==> src/rtl/interrupt_pkg.sv <==
// Shared types and helpers for the interrupt acknowledge sequencer.
package interrupt_pkg;

  localparam int NUM_IRQ_DEF  = 8;
  localparam int SPURIOUS_LVL = NUM_IRQ_DEF - 1;
  localparam int PRIO_MAX     = 32;

  typedef enum logic [1:0] {
    IDLE  = 2'd0,
    ACK1  = 2'd1,
    ACK2  = 2'd2,
    DRIVE = 2'd3
  } ack_state_t;

  typedef struct packed {
    logic       valid;
    logic [4:0] idx;
  } prio_t;

  // Lowest set index wins: IR0 is the highest priority level.
  function automatic prio_t prio_first(input logic [PRIO_MAX-1:0] vec);
    prio_t r;
    r = '0;
    for (int i = PRIO_MAX - 1; i >= 0; i--) begin
      if (vec[i]) begin
        r.valid = 1'b1;
        r.idx   = 5'(i);
      end
    end
    return r;
  endfunction

endpackage

==> src/rtl/irq_ack_if.sv <==
// Request/acknowledge/vector bus between the controller core and the sequencer.
interface irq_ack_if
  import interrupt_pkg::*;
#(
  parameter int NUM_IRQ = NUM_IRQ_DEF,
  parameter int VEC_W   = 8
);
  localparam int LVL_W = $clog2(NUM_IRQ);

  logic [NUM_IRQ-1:0]     irq_pending;
  logic [NUM_IRQ-1:0]     irq_mask;
  logic                   inta_n;
  logic                   eoi_valid;
  logic                   eoi_specific;
  logic [LVL_W-1:0]       eoi_level;
  logic [VEC_W-LVL_W-1:0] vector_base;
  logic                   int_out;
  logic [NUM_IRQ-1:0]     in_service;
  logic [NUM_IRQ-1:0]     irq_clear;
  logic [VEC_W-1:0]       data_out;
  logic                   data_out_en;

  modport master (
    output irq_pending, irq_mask, inta_n, eoi_valid, eoi_specific, eoi_level, vector_base,
    input  int_out, in_service, irq_clear, data_out, data_out_en
  );

  modport slave (
    input  irq_pending, irq_mask, inta_n, eoi_valid, eoi_specific, eoi_level, vector_base,
    output int_out, in_service, irq_clear, data_out, data_out_en
  );
endinterface

==> src/rtl/priority_resolver.sv <==
// Combinational fixed-priority arbitration of unmasked requests against the in-service set.
module priority_resolver
  import interrupt_pkg::*;
#(
  parameter int NUM_IRQ = NUM_IRQ_DEF,
  parameter int LVL_W   = $clog2(NUM_IRQ)
) (
  input  logic [NUM_IRQ-1:0] pending,
  input  logic [NUM_IRQ-1:0] mask,
  input  logic [NUM_IRQ-1:0] in_service,
  output logic               eligible_any,
  output logic [LVL_W-1:0]   winner
);

  prio_t              isr_p;
  prio_t              win_p;
  logic [NUM_IRQ-1:0] higher;
  logic [NUM_IRQ-1:0] eligible;

  assign isr_p = prio_first(PRIO_MAX'(in_service));

  // Only levels strictly above the highest in-service level may nest.
  for (genvar gi = 0; gi < NUM_IRQ; gi++) begin : g_higher
    assign higher[gi] = !isr_p.valid || (5'(gi) < isr_p.idx);
  end

  assign eligible     = pending & ~mask & higher;
  assign win_p        = prio_first(PRIO_MAX'(eligible));
  assign eligible_any = win_p.valid;
  assign winner       = LVL_W'(win_p.idx);

endmodule

==> src/rtl/interrupt_ack_sequencer.sv <==
// INT/INTA acknowledge sequencer: owns the in-service register and drives the vector byte.
module interrupt_ack_sequencer
  import interrupt_pkg::*;
#(
  parameter int NUM_IRQ = NUM_IRQ_DEF,
  parameter int VEC_W   = 8
) (
  input  logic     clk,
  input  logic     rst_n,
  irq_ack_if.slave bus
);
  localparam int                 LVL_W   = $clog2(NUM_IRQ);
  localparam logic [NUM_IRQ-1:0] ONE_HOT = {{(NUM_IRQ-1){1'b0}}, 1'b1};
  localparam logic [LVL_W-1:0]   SPUR    = LVL_W'(NUM_IRQ - 1);

  ack_state_t         state_q, state_d;
  logic               int_q, int_d;
  logic [NUM_IRQ-1:0] isr_q, isr_d;
  logic [NUM_IRQ-1:0] clr_q, clr_d;
  logic [VEC_W-1:0]   dout_q, dout_d;
  logic               den_q, den_d;
  logic [LVL_W-1:0]   ack_lvl_q, ack_lvl_d;
  logic               inta_prev_q, inta_prev_d;

  logic               eligible_any;
  logic [LVL_W-1:0]   winner;
  logic               ack_fall;
  logic [NUM_IRQ-1:0] set_vec;
  logic [NUM_IRQ-1:0] eoi_vec;
  prio_t              isr_first;

  priority_resolver #(.NUM_IRQ(NUM_IRQ), .LVL_W(LVL_W)) u_resolver (
    .pending      (bus.irq_pending),
    .mask         (bus.irq_mask),
    .in_service   (isr_q),
    .eligible_any (eligible_any),
    .winner       (winner)
  );

  assign ack_fall  = inta_prev_q & ~bus.inta_n;
  assign isr_first = prio_first(PRIO_MAX'(isr_q));

  always_comb begin
    state_d     = state_q;
    int_d       = int_q;
    clr_d       = '0;
    dout_d      = dout_q;
    den_d       = den_q;
    ack_lvl_d   = ack_lvl_q;
    inta_prev_d = bus.inta_n;
    set_vec     = '0;
    eoi_vec     = '0;

    case (state_q)
      IDLE: begin
        if (eligible_any) begin
          int_d   = 1'b1;
          state_d = ACK1;
        end
      end
      ACK1: begin
        if (ack_fall) begin
          // Winner is frozen here; a withdrawn request is acknowledged as spurious.
          if (eligible_any) begin
            ack_lvl_d = winner;
            set_vec   = ONE_HOT << winner;
            clr_d     = ONE_HOT << winner;
          end else begin
            ack_lvl_d = SPUR;
          end
          int_d   = 1'b0;
          state_d = ACK2;
        end
      end
      ACK2: begin
        if (ack_fall) begin
          dout_d  = {bus.vector_base, ack_lvl_q};
          den_d   = 1'b1;
          state_d = DRIVE;
        end
      end
      DRIVE: begin
        if (bus.inta_n) begin
          dout_d  = '0;
          den_d   = 1'b0;
          state_d = IDLE;
        end
      end
      default: state_d = IDLE;
    endcase

    // EOI selects from the pre-set value; a coincident set of the same bit wins.
    if (bus.eoi_valid) begin
      if (bus.eoi_specific) begin
        if (int'(bus.eoi_level) < NUM_IRQ) eoi_vec = ONE_HOT << bus.eoi_level;
      end else if (isr_first.valid) begin
        eoi_vec = ONE_HOT << isr_first.idx;
      end
    end
    isr_d = (isr_q & ~eoi_vec) | set_vec;
  end

  always_ff @(posedge clk or negedge rst_n) begin
    if (!rst_n) begin
      state_q     <= IDLE;
      int_q       <= 1'b0;
      isr_q       <= '0;
      clr_q       <= '0;
      dout_q      <= '0;
      den_q       <= 1'b0;
      ack_lvl_q   <= '0;
      inta_prev_q <= 1'b1;
    end else begin
      state_q     <= state_d;
      int_q       <= int_d;
      isr_q       <= isr_d;
      clr_q       <= clr_d;
      dout_q      <= dout_d;
      den_q       <= den_d;
      ack_lvl_q   <= ack_lvl_d;
      inta_prev_q <= inta_prev_d;
    end
  end

  assign bus.int_out     = int_q;
  assign bus.in_service  = isr_q;
  assign bus.irq_clear   = clr_q;
  assign bus.data_out    = dout_q;
  assign bus.data_out_en = den_q;

endmodule
==> src/flat_wrapper.sv <==
// flat-port wrapper written by rule: the top's interface ports become plain ports
module interrupt_ack_sequencer_flat import interrupt_pkg::*;
#(
  parameter int NUM_IRQ = NUM_IRQ_DEF,
  parameter int VEC_W   = 8
)
  (clk, rst_n, bus_irq_pending, bus_irq_mask, bus_inta_n, bus_eoi_valid, bus_eoi_specific, bus_eoi_level, bus_vector_base, bus_int_out, bus_in_service, bus_irq_clear, bus_data_out, bus_data_out_en);
  irq_ack_if #(.NUM_IRQ(NUM_IRQ), .VEC_W(VEC_W)) bus_i ();
  input  logic clk;
  input  logic rst_n;
  input wire logic [$bits(bus_i.irq_pending)-1:0] bus_irq_pending;
  input wire logic [$bits(bus_i.irq_mask)-1:0] bus_irq_mask;
  input wire logic [$bits(bus_i.inta_n)-1:0] bus_inta_n;
  input wire logic [$bits(bus_i.eoi_valid)-1:0] bus_eoi_valid;
  input wire logic [$bits(bus_i.eoi_specific)-1:0] bus_eoi_specific;
  input wire logic [$bits(bus_i.eoi_level)-1:0] bus_eoi_level;
  input wire logic [$bits(bus_i.vector_base)-1:0] bus_vector_base;
  output wire logic [$bits(bus_i.int_out)-1:0] bus_int_out;
  output wire logic [$bits(bus_i.in_service)-1:0] bus_in_service;
  output wire logic [$bits(bus_i.irq_clear)-1:0] bus_irq_clear;
  output wire logic [$bits(bus_i.data_out)-1:0] bus_data_out;
  output wire logic [$bits(bus_i.data_out_en)-1:0] bus_data_out_en;
  assign bus_i.irq_pending = bus_irq_pending;
  assign bus_i.irq_mask = bus_irq_mask;
  assign bus_i.inta_n = bus_inta_n;
  assign bus_i.eoi_valid = bus_eoi_valid;
  assign bus_i.eoi_specific = bus_eoi_specific;
  assign bus_i.eoi_level = bus_eoi_level;
  assign bus_i.vector_base = bus_vector_base;
  assign bus_int_out = bus_i.int_out;
  assign bus_in_service = bus_i.in_service;
  assign bus_irq_clear = bus_i.irq_clear;
  assign bus_data_out = bus_i.data_out;
  assign bus_data_out_en = bus_i.data_out_en;
  interrupt_ack_sequencer #(.NUM_IRQ(NUM_IRQ), .VEC_W(VEC_W)) u_core (.clk(clk), .rst_n(rst_n), .bus(bus_i));
endmodule
==> config.mk <==
export PLATFORM = sky130hd
export DESIGN_NAME = interrupt_ack_sequencer_flat
export DESIGN_NICKNAME = d
export VERILOG_FILES = /design/src/rtl/interrupt_pkg.sv /design/src/rtl/irq_ack_if.sv /design/src/rtl/priority_resolver.sv /design/src/rtl/interrupt_ack_sequencer.sv /design/src/flat_wrapper.sv
export SDC_FILE = /design/constraint.sdc
export NUM_CORES = 1
export LEC_CHECK = 0
export ABC_CLOCK_PERIOD_IN_PS = 1800
export BUFFER_PORTS_ARGS = -buffer_cell sky130_fd_sc_hd__buf_2
export CAP_MARGIN = 15
export CORE_AREA = 8 8 71 73
export CTS_CLUSTER_DIAMETER = 50
export DETAILED_ROUTE_END_ITERATION = 12
export DIE_AREA = 0 0 79 81
export PLACE_DENSITY_LB_ADDON = 0.05
export SYNTH_ARGS = -nofsm -noshare
export SYNTH_HDL_FRONTEND = slang
export SYNTH_SLANG_ARGS = --single-unit
==> constraint.sdc <==
create_clock -name clk -period 1.8 [get_ports clk]
set_input_delay 0.09 -clock clk [delete_from_list [all_inputs] [get_ports clk]]
set_output_delay 0.09 -clock clk [all_outputs]
set_load 0.02 [all_outputs]
---- Word level (Yosys, flattened, before mapping) ----
Cells that the tools add are included.
Widths: inputs -> output; s select.
word-level totals
  register bits after elaboration ......... 32
  bits of input ports ..................... 29
  word-level logic and storage cells ...... 87
operators by class
  order comparisons ....................... 8
  eq/ne operators ......................... 7
  shifts and indexed selects .............. 3
  multiplexer cells ....................... 37
  bitwise gates (word level) .............. 8
  reduce and logical (&&, ||, !) cells .... 16
operators with widths
  cell                 number
  $mux 6               16
  $mux 8               8
  $and 8x8->8          3
  $lt 3x5->1 const A   4
  $not 8->8            2
  $pmux 8 s2           1
  $shl 1x3->8 const A  2
  $lt 1x5->1 const A   2
  $lt 2x5->1 const A   2
  $logic_or 1x1->1     8
  $mux 2               4
  $or 8x8->8           1
  $pmux 2 s4           1
  $shl 1x5->8 const A  1
  $reduce_and 3->1     2
  $eq 2x2->1 const B   2
  $mux 1               4
  $ne 2x1->1 const B   2
  $ne 2x2->1 const B   2
  $pmux 1 s2           2
  $reduce_and 4->1     1
  $reduce_bool 2->1    2
  $mux 3               1
  $eq 2x1->1 const B   1
  other kinds (5)      5

---- Logic depth before layout (Yosys ltp) ----
Gate-level depths: netlist of the first run.
  word-level depth ........................ 24
  mapped depth ............................ 7

---- Modules after synthesis ----
From an unflattened synthesis of the first run, not the netlist that was laid out.
unflattened totals
  cells, all modules ...................... 177
  area total of the unflattened synthesis .. 1751.7 µm²
by module, submodules not included
  module                   instances  cells an instance  area an instance (µm²)  seq. area each (µm²)
  interrupt_ack_sequencer  1          135                1448.9                  802.0
  priority_resolver        1          42                 302.8                   0.0

---- Least setup slack after synthesis of the first run ----
Ideal clock, no wire load.
  kind .................................... reg-to-reg
  start point ............................. register u_core.isr_q[0] (netlist: u_core.bus.in_service[0])
  end point ............................... register u_core.state_q[1]
  arrival ................................. 1875 ps
  data required time ...................... 1675 ps
  path slack .............................. -199 ps
  cell stages (with the launch flop) ...... 7
  buffers on the path ..................... 1
  clock period less this slack ............ 1999 ps
  cell sequence ........................... dfrtp_1 buf_4 or3_4 nor4_2 o221ai_1 a31oi_1 mux2_2
between the ends
  cells in the longest elaborated chain, start to end .. 14
ends and longest elaborated chain
  item                                           line                            RTL
  from (decl)                                    interrupt_ack_sequencer.sv:18   logic [NUM_IRQ-1:0] isr_q, isr_d;
  from (signal assigned)                         interrupt_ack_sequencer.sv:116  isr_q <= isr_d;
  $mux 6 *                                       interrupt_pkg.sv:25             if (vec[i]) begin
  $lt 3x5->1 or $logic_not 1->1 (tied branches)  priority_resolver.sv:24         assign higher[gi] = !isr_p.valid || (5'(gi) < isr_p.idx);
  $logic_or 1x1->1                               priority_resolver.sv:24
  $and 8x8->8 *                                  priority_resolver.sv:27         assign eligible = pending & ~mask & higher;
  $mux 6 (7 in a row)                            interrupt_pkg.sv:25
  $mux 6 *                                       interrupt_pkg.sv:25
  $ne 2x2->1 (no line) *                         n/a
  $reduce_and 4->1 (no line) *                   n/a
  to (signal assigned)                           interrupt_ack_sequencer.sv:114  state_q <= state_d;
  to (decl)                                      interrupt_ack_sequencer.sv:16   ack_state_t state_q, state_d;
Every way passes the cells marked *; elsewhere a longest branch is shown, timed or not.
A chain may end at the register's enable or synchronous reset.

---- Worst setup path in the final report of the first run ----
  start point ............................. register u_core.isr_q[1] (netlist: u_core.bus.in_service[1])
  end point ............................... register u_core.clr_q[5] (netlist: u_core.bus.irq_clear[5])
between the ends
  cells in the longest elaborated chain, start to end .. 17
ends and longest elaborated chain
  item                                           line                            RTL
  $mux 6 * (2 in a row)                          interrupt_pkg.sv:25
  $lt 3x5->1 or $logic_not 1->1 (tied branches)  priority_resolver.sv:24
  $logic_or 1x1->1                               priority_resolver.sv:24
  $and 8x8->8 *                                  priority_resolver.sv:27
  $mux 6 (7 in a row)                            interrupt_pkg.sv:25
  $mux 6 *                                       interrupt_pkg.sv:25
  $shl 1x3->8                                    interrupt_ack_sequencer.sv:67   clr_d = ONE_HOT << winner;
  $mux 8 *                                       interrupt_ack_sequencer.sv:64   if (eligible_any) begin
  $mux 8 *                                       interrupt_ack_sequencer.sv:62   if (ack_fall) begin
  $mux 8 *                                       interrupt_ack_sequencer.sv:54   case (state_q)
  via u_core.clr_d[5]                            interrupt_ack_sequencer.sv:19   logic [NUM_IRQ-1:0] clr_q, clr_d;
  to (signal assigned)                           interrupt_ack_sequencer.sv:117  clr_q <= clr_d;
  to (decl)                                      interrupt_ack_sequencer.sv:19
Mark *: on every way through the listed nets, which the timed path passes. The rest lies on a longest branch.

==> flow_summary.yaml, run 1 <==
worst_setup_path:
  critPathLaunchType: "register"
  worst-path-max-fanout: 5
  crit_top_cell: "buf_4"
  cp.required_ns: 2.02
  timing.rr.start: "u_core.bus.in_service[1]"
  path_cells: "nor3_4, nand3b_1, o41a_1, buf_4, nor4_4, buf_4"
  criticalPathCategory: "register to register"
  setup.worst_path.end: "u_core.bus.irq_clear[5]"
  critPathSlowestCell: "o41a_1"
  worstReg2RegEnd: "u_core.bus.irq_clear[5]"
  crit_path_start: "u_core.bus.in_service[1]"
  max_stage_delay_ns: 0.50
  reg2reg_setup_slack_ns: -0.04
  worst_setup_path_end_kind: "register"
  critPathArrivalTime_ns: 2.07
  r2r_cells: 6
placed_design:
  dp_slack_ns: -0.1501
  place_area_um2: 2236
  dp_hpwl_um: 3984
  place.gp.congestion: 0.8320
  portBuffers: 54
synthesis:
  synth_edf_count: 0
  synth_nets: 207
  synth_top_area_frac: 0.4549
  muxShareOfSynthArea: 0.006603
  synth_top_family_by_area: "simple AND/OR/NAND/NOR gates"
  synth-xor-area-share: 0
  synth-main-ff-cell: "dfrtp_1"
  async_reset_ff_frac: 1.000
  synth-compound-area-share: 0.1761
  synth.distinct_cells: 50
  yosys_warnings: 0
  postSynthCellCount: 174
  yosys.area_share.simple: 0.2781
  syn_avg_cell_area_um2: 9.801
  ys_seq_area_frac: 0.4703
  ys_seq_elements: 32
  synthTopCellsByArea: "dfrtp_1 (45%), o21ai_0 (4.7%), nand3_1 (3.5%)"
  synth_adder_area_share: 0.02935
  synth_area_um2: 1705
  yosys.area.top_type: "dfrtp_1"
cells_and_area:
  antenna_cells: 0
  mostFrequentLayoutCell: "buf_2"
  final_cell_mix: "buf_2 (54), buf_4 (34), dfrtp_1 (27), o21ai_0 (16), inv_1 (13)"
  regArea_um2: 807.0
  postLayoutCellArea_um2: 2499
  num-nets-final: 302
  area_delta_synth_final_pct: 46.52
  drive_above_1_share: 0.4593
  multi_input_area_um2: 904.6
  nFillCells: 339
timing:
  slew-limit-headroom: 0.5165
  hold_viol_final: 0
  setup_violations: 3
  layout_setup_ws_ns: -0.04474
  grt_setup_unrepaired: "true"
  worst_pin_slew_ns: 0.7252
  slew_violations: 0
  fin_crit_sh: 1.025
  min_period_ns: 1.845
  timing.fmax_mhz: 542.1
  fin_worst_skew_ns: 0.003121
min_path:
  min_path_type: "input pin to register"
clock_tree:
  h-tree-depth: 2
  clockBufferDepth: 2
  clockRootBuffer: "clkbuf_8"
  cts_tree: "yes"
  clk-insertion-delay-late_ns: 0.28
  numCtsBuffers: 5
  clk_pin_slew_ns: 0.07
  cts.sinks: 32
grt:
  antenna_found_initial: 0
  grt_use_met1: 0.1751
  grt_max_degree: 33
  grt_pass1_wl_um: 8404
  track_usage: 0.1667
  globalRouteOverflowTotal: 0
  grt_pass1_vias: 1748
  use_met2: 0.3081
  grt.met3_usage: 0.05298
  grt-busiest-layer: "met2"
job:
  max_cap_viol_count: 0
die:
  dieArea_um2: 6399
  die_y_um: 81
  io_pins: 55
  die_x_um: 79
  std_cell_rows: 23
  core-area_um2: 3914
  start_util: 0.4357
detailed_routing:
  wl_um: 5118
  vias: 1626
  drt_iter0_markers: 45
  wl_per_cell_um: 15.99
  dr.pass1.iters: 4
  post-route-drc-count: 0
  vias_per_cell: 5.081
  ant_nets: 0
pwr:
  p_leak_uw: 0.001254
  irDropWorstVdd_uv: 426.9
  power_density_nw_per_um2: 1329
run_status:
  status: "finished with violations"
  violations: "negative setup slack"
==> state kept, by name, indices dropped and copies added, names as in the netlist <==
name and flops:
u_core.bus.data_out_en 1, u_core.inta_prev_q 1, u_core.bus.data_out 8, u_core.bus.irq_clear 8, u_core.ack_lvl_q 3, u_core.bus.int_out 1
u_core.bus.in_service 8, u_core.state_q 2
==> layer usage <==
metal  wire length, um  vias up
met1              2101      770
met2              2708       33
met5                 0        -
met4                61        0
met3               248        7
li1                  -      816
==> stage by stage <==
stage,power (uW),setup TNS [ns],utilization,hold WS (ns),std cells
floorplan,1928,-0.1397,-,-0.2056,174
global placement,2458,-0.2592,0.5713,0.1749,299
detailed placement,2503,-0.4429,0.5713,0.1899,299
CTS,3242,-0.1721,0.6141,0.04109,312
global route,3577,-0.6849,0.6384,0.06300,320
finish,3322,-0.1272,0.6384,0.05180,320
==> cell usage after synthesis, types with 2 or more instances <==
cell type	number
nor3_1	6
nor2b_1	7
nor3b_1	3
ha_1	4
o21ai_0	16
o31ai_1	2
nand2b_1	6
a31oi_1	3
a21oi_1	3
o32ai_1	2
clkbuf_1	3
dfrtp_1	31
nand3_1	12
nand2_1	12
a21o_1	3
nand3b_1	2
inv_1	13
nor2_1	13
o221ai_1	2
==> cell families after synthesis <==
family | count (synthesis)
multiplexers | 1
AO/OA/AOI/OAI | 43
buffers and inverters | 17
flip-flops | 32
adder cells (fa/ha/maj) | 4
AND/OR/NAND/NOR | 77
==> power by group <==
group / switching, uW / total (uW) / internal (uW)
combinational: 849 / 1610 / 760
clock: 257 / 668 / 410
sequential: 131 / 1040 / 914
==> how the worst min path moves through the flow <==
stage	from	to	slack [ns]	cells after the start
after floorplan	rst_n	u_core.ack_lvl_q[0]	-0.21	0
after global placement	rst_n	u_core.bus.data_out[3]	0.17	1
after detailed placement	rst_n	u_core.bus.data_out[3]	0.19	1
after CTS	bus_vector_base[3]	u_core.bus.data_out[6]	0.04	3
after global routing	bus_vector_base[0]	u_core.bus.data_out[3]	0.06	3
final	bus_vector_base[3]	u_core.bus.data_out[6]	0.05	3
==> final cells by class <==
cell class	instances	share of cell area
multi-input cells	125	0.3620
flip-flops and latches	32	0.3230
repair buffers	92	0.2273
clock buffers	6	0.02904
well taps	50	0.02504
inverters	13	0.01953
clock inverters	2	0.01402
==> repair_timing <==
item	CTS	global route
endpoints found under the setup margin	6	12
gates resized for setup	4	9
setup buffers	3	8
pin swaps	5	4
endpoints found under the hold margin	32	0
hold buffers	2	0
==> worst max-delay path: cells and delay by family (launching register included) <==
kind | cells | cell delay (ns)
buffers and inverters | 2 | 0.34
AO/OA/AOI/OAI | 1 | 0.50
flip-flops | 1 | 0.45
AND/OR/NAND/NOR | 3 | 0.49
(Power assumes the default switching activity.)
==> run 2, diff against run 1 <==
ABC_AREA = 1   (was default)
CORE_AREA = 8 8 73 75   (was 8 8 71 73)
DIE_AREA = 0 0 81 83   (was 0 0 79 81)
==> run 2 against run 1 <==
The run still ends with negative setup slack left. Power increased by 23%. Cell count increased by 22%. Maximum frequency up 1.7%. Hold slack better by 0.0011 ns. Register-to-register slack improved by 0.03 ns. Final area is 9.1% higher. Critical endpoint is now u_core.bus.in_service[2]. Largest cell class unchanged. Largest power group unchanged.
==> flow_summary.yaml, run 2 <==
cells_and_area:
  drive_above_1_share: 0.4290
  nFillCells: 380
  postLayoutCellArea_um2: 2725
  mostFrequentLayoutCell: "buf_2"
  final_cell_mix: "buf_2 (54), inv_1 (47), nand2_1 (43), dfrtp_1 (30), buf_4 (28)"
  multi_input_area_um2: 996.0
  num-nets-final: 370
  antenna_cells: 0
  fin_cells: 390
  regArea_um2: 803.3
  area_delta_synth_final_pct: 41.70
detailed_routing:
  wl_per_cell_um: 12.16
  drt_iter0_markers: 72
  ant_nets: 0
  dr.pass1.iters: 4
  vias: 1849
  vias_per_cell: 4.741
  wl_um: 4742
  post-route-drc-count: 0
clock_tree:
  clockRootBuffer: "clkbuf_8"
  cts.sinks: 32
  h-tree-depth: 2
  clockBufferDepth: 2
  clk_pin_slew_ns: 0.07
  numCtsBuffers: 5
  cts_tree: "yes"
  clk-insertion-delay-late_ns: 0.28
job:
  max_cap_viol_count: 0
die:
  dieArea_um2: 6723
  std_cell_rows: 24
  core-area_um2: 4204
  die_y_um: 83
  die_x_um: 81
  start_util: 0.4574
  io_pins: 55
synthesis:
  ys_seq_elements: 32
  synthTopCellsByArea: "dfrtp_1 (40%), inv_1 (9.8%), nand2_1 (9.0%)"
  async_reset_ff_frac: 1.000
  ys_seq_area_frac: 0.4170
  yosys_warnings: 0
  synth.distinct_cells: 34
  syn_avg_cell_area_um2: 7.882
  postSynthCellCount: 244
  synth_top_area_frac: 0.4034
  synth-main-ff-cell: "dfrtp_1"
  synth_common_cells: "inv_1 (50), nand2_1 (46), dfrtp_1 (31)"
  synth_area_um2: 1923
  synth_edf_count: 0
  synth_nets: 277
  synth_most_common_cell: "inv_1"
  yosys.area.top_type: "dfrtp_1"
placed_design:
  dp_hpwl_um: 3742
  dp_cells: 369
  place.gp.congestion: 0.8535
  portBuffers: 54
  place_area_um2: 2405
worst_setup_path:
  criticalPathCategory: "register to register"
  cp.required_ns: 1.97
  path_cells: "or2_4, nand2_1, nand2_1, nand2_2, inv_2, nand2_2, nand2_2, nand2_2, nand2_4, nor2_8, inv_1, nand2_2, inv_2, nand3_4, nand2_1"
  path_buf_inv: 3
  worst_setup_path_end_kind: "register"
  critPathArrivalTime_ns: 1.98
  max_stage_delay_ns: 0.39
  cp_top_family: "simple AND/OR/NAND/NOR gates"
  crit_top_cell: "nand2_2"
  critPathSlowestCell: "dfrtp_1"
  critPathLaunchType: "register"
  worst-path-max-fanout: 4
timing:
  layout_setup_ws_ns: -0.01475
  setup_tns_ns: -0.01784
  slew_violations: 0
  slew-limit-headroom: 0.5295
  worst_pin_slew_ns: 0.7058
  min_period_ns: 1.815
  timing.fmax_mhz: 551.0
  fin_worst_skew_ns: 0.002460
  fin_crit_sh: 1.008
  hold_viol_final: 0
  grt_setup_unrepaired: "true"
  setup_violations: 2
grt:
  track_usage: 0.1472
  grt_pass1_wl_um: 8059
  grt_pass1_vias: 1820
  antenna_found_initial: 0
  globalRouteOverflowTotal: 0
  grt_max_degree: 33
pwr:
  irDropWorstVdd_uv: 694.5
  p_leak_uw: 0.001529
  power_density_nw_per_um2: 1499
run_status:
  status: "finished with violations"
  violations: "negative setup slack"
min_path:
  min_path_type: "input pin to register"
[run 2: tightest hold or removal path, cell delays in order]
cell and delay [ns]:
buf_2 0.07, nand3_1 0.06, o21ai_0 0.07
[run 2: through the flow]
stage	total power [uW]	util	hold slack [ns]	worst slack, ns
floorplan	2442	-	-0.2056	0.03340
global placement	3092	0.5720	0.1784	-0.1674
detailed placement	3126	0.5720	0.1792	-0.09036
CTS	3916	0.6158	0.04937	-0.004376
global route	4428	0.6482	0.05834	-0.1110
finish	4085	0.6482	0.05287	-0.01475
[run 2: final timing paths]
kind                                             to  slack, ns  depth (start not counted)                     start
max in group asynchronous  u_core.bus.in_service[5]       0.92                          2                     rst_n
min reg2reg                  u_core.bus.data_out[1]       0.51                          2       u_core.ack_lvl_q[1]
min in group asynchronous   u_core.bus.irq_clear[6]       0.39                          2                     rst_n
max reg2reg                u_core.bus.in_service[2]      -0.01                         15  u_core.bus.in_service[6]
max                        u_core.bus.in_service[2]      -0.01                         15  u_core.bus.in_service[6]
min                          u_core.bus.data_out[6]       0.05                          3        bus_vector_base[3]
[run 2: where the power goes]
part	total (uW)	switching, uW	internal (uW)
Clock	682	273	409
Sequential	1050	121	931
Combinational	2350	1370	976
[run 2: per-layer routing]
layer	vias up	track usage	share of wire
met5	-	0	0
met4	0	0.04390	0.0084
met3	4	0.03772	0.065
met2	44	0.2204	0.44
met1	842	0.2006	0.49
li1	959	-	-
[run 2: cell families (layout without fill, tap and decap cells)]
family                     after synthesis  in the layout  synth area share
DFF                                     32             32            0.4170
AOI/OAI and AO/OA                       37             37            0.1236
and+or+nand+nor                        115            115            0.3240
buffers and inverters                   56            150            0.1093
adders and majority gates                4              4           0.02603
[run 2: layout make-up]
class | count | share of cell area
Timing Repair Buffer | 87 | 0.1993
Sequential cell | 32 | 0.2948
Inverter | 55 | 0.07576
Tap cell | 52 | 0.02388
Clock buffer | 5 | 0.02525
Clock inverter | 3 | 0.01561
Multi-Input combinational cell | 156 | 0.3655
[run 2: what timing repair did]
item                                   4_1_cts  5_1_grt
endpoints found under the hold margin       32        0
buffers inserted                             4        7
resized for setup                            6       21
cloned                                       0        0
pin swaps                                    3       14
setup endpoints to repair                   20       20
hold buffers                                 2        0
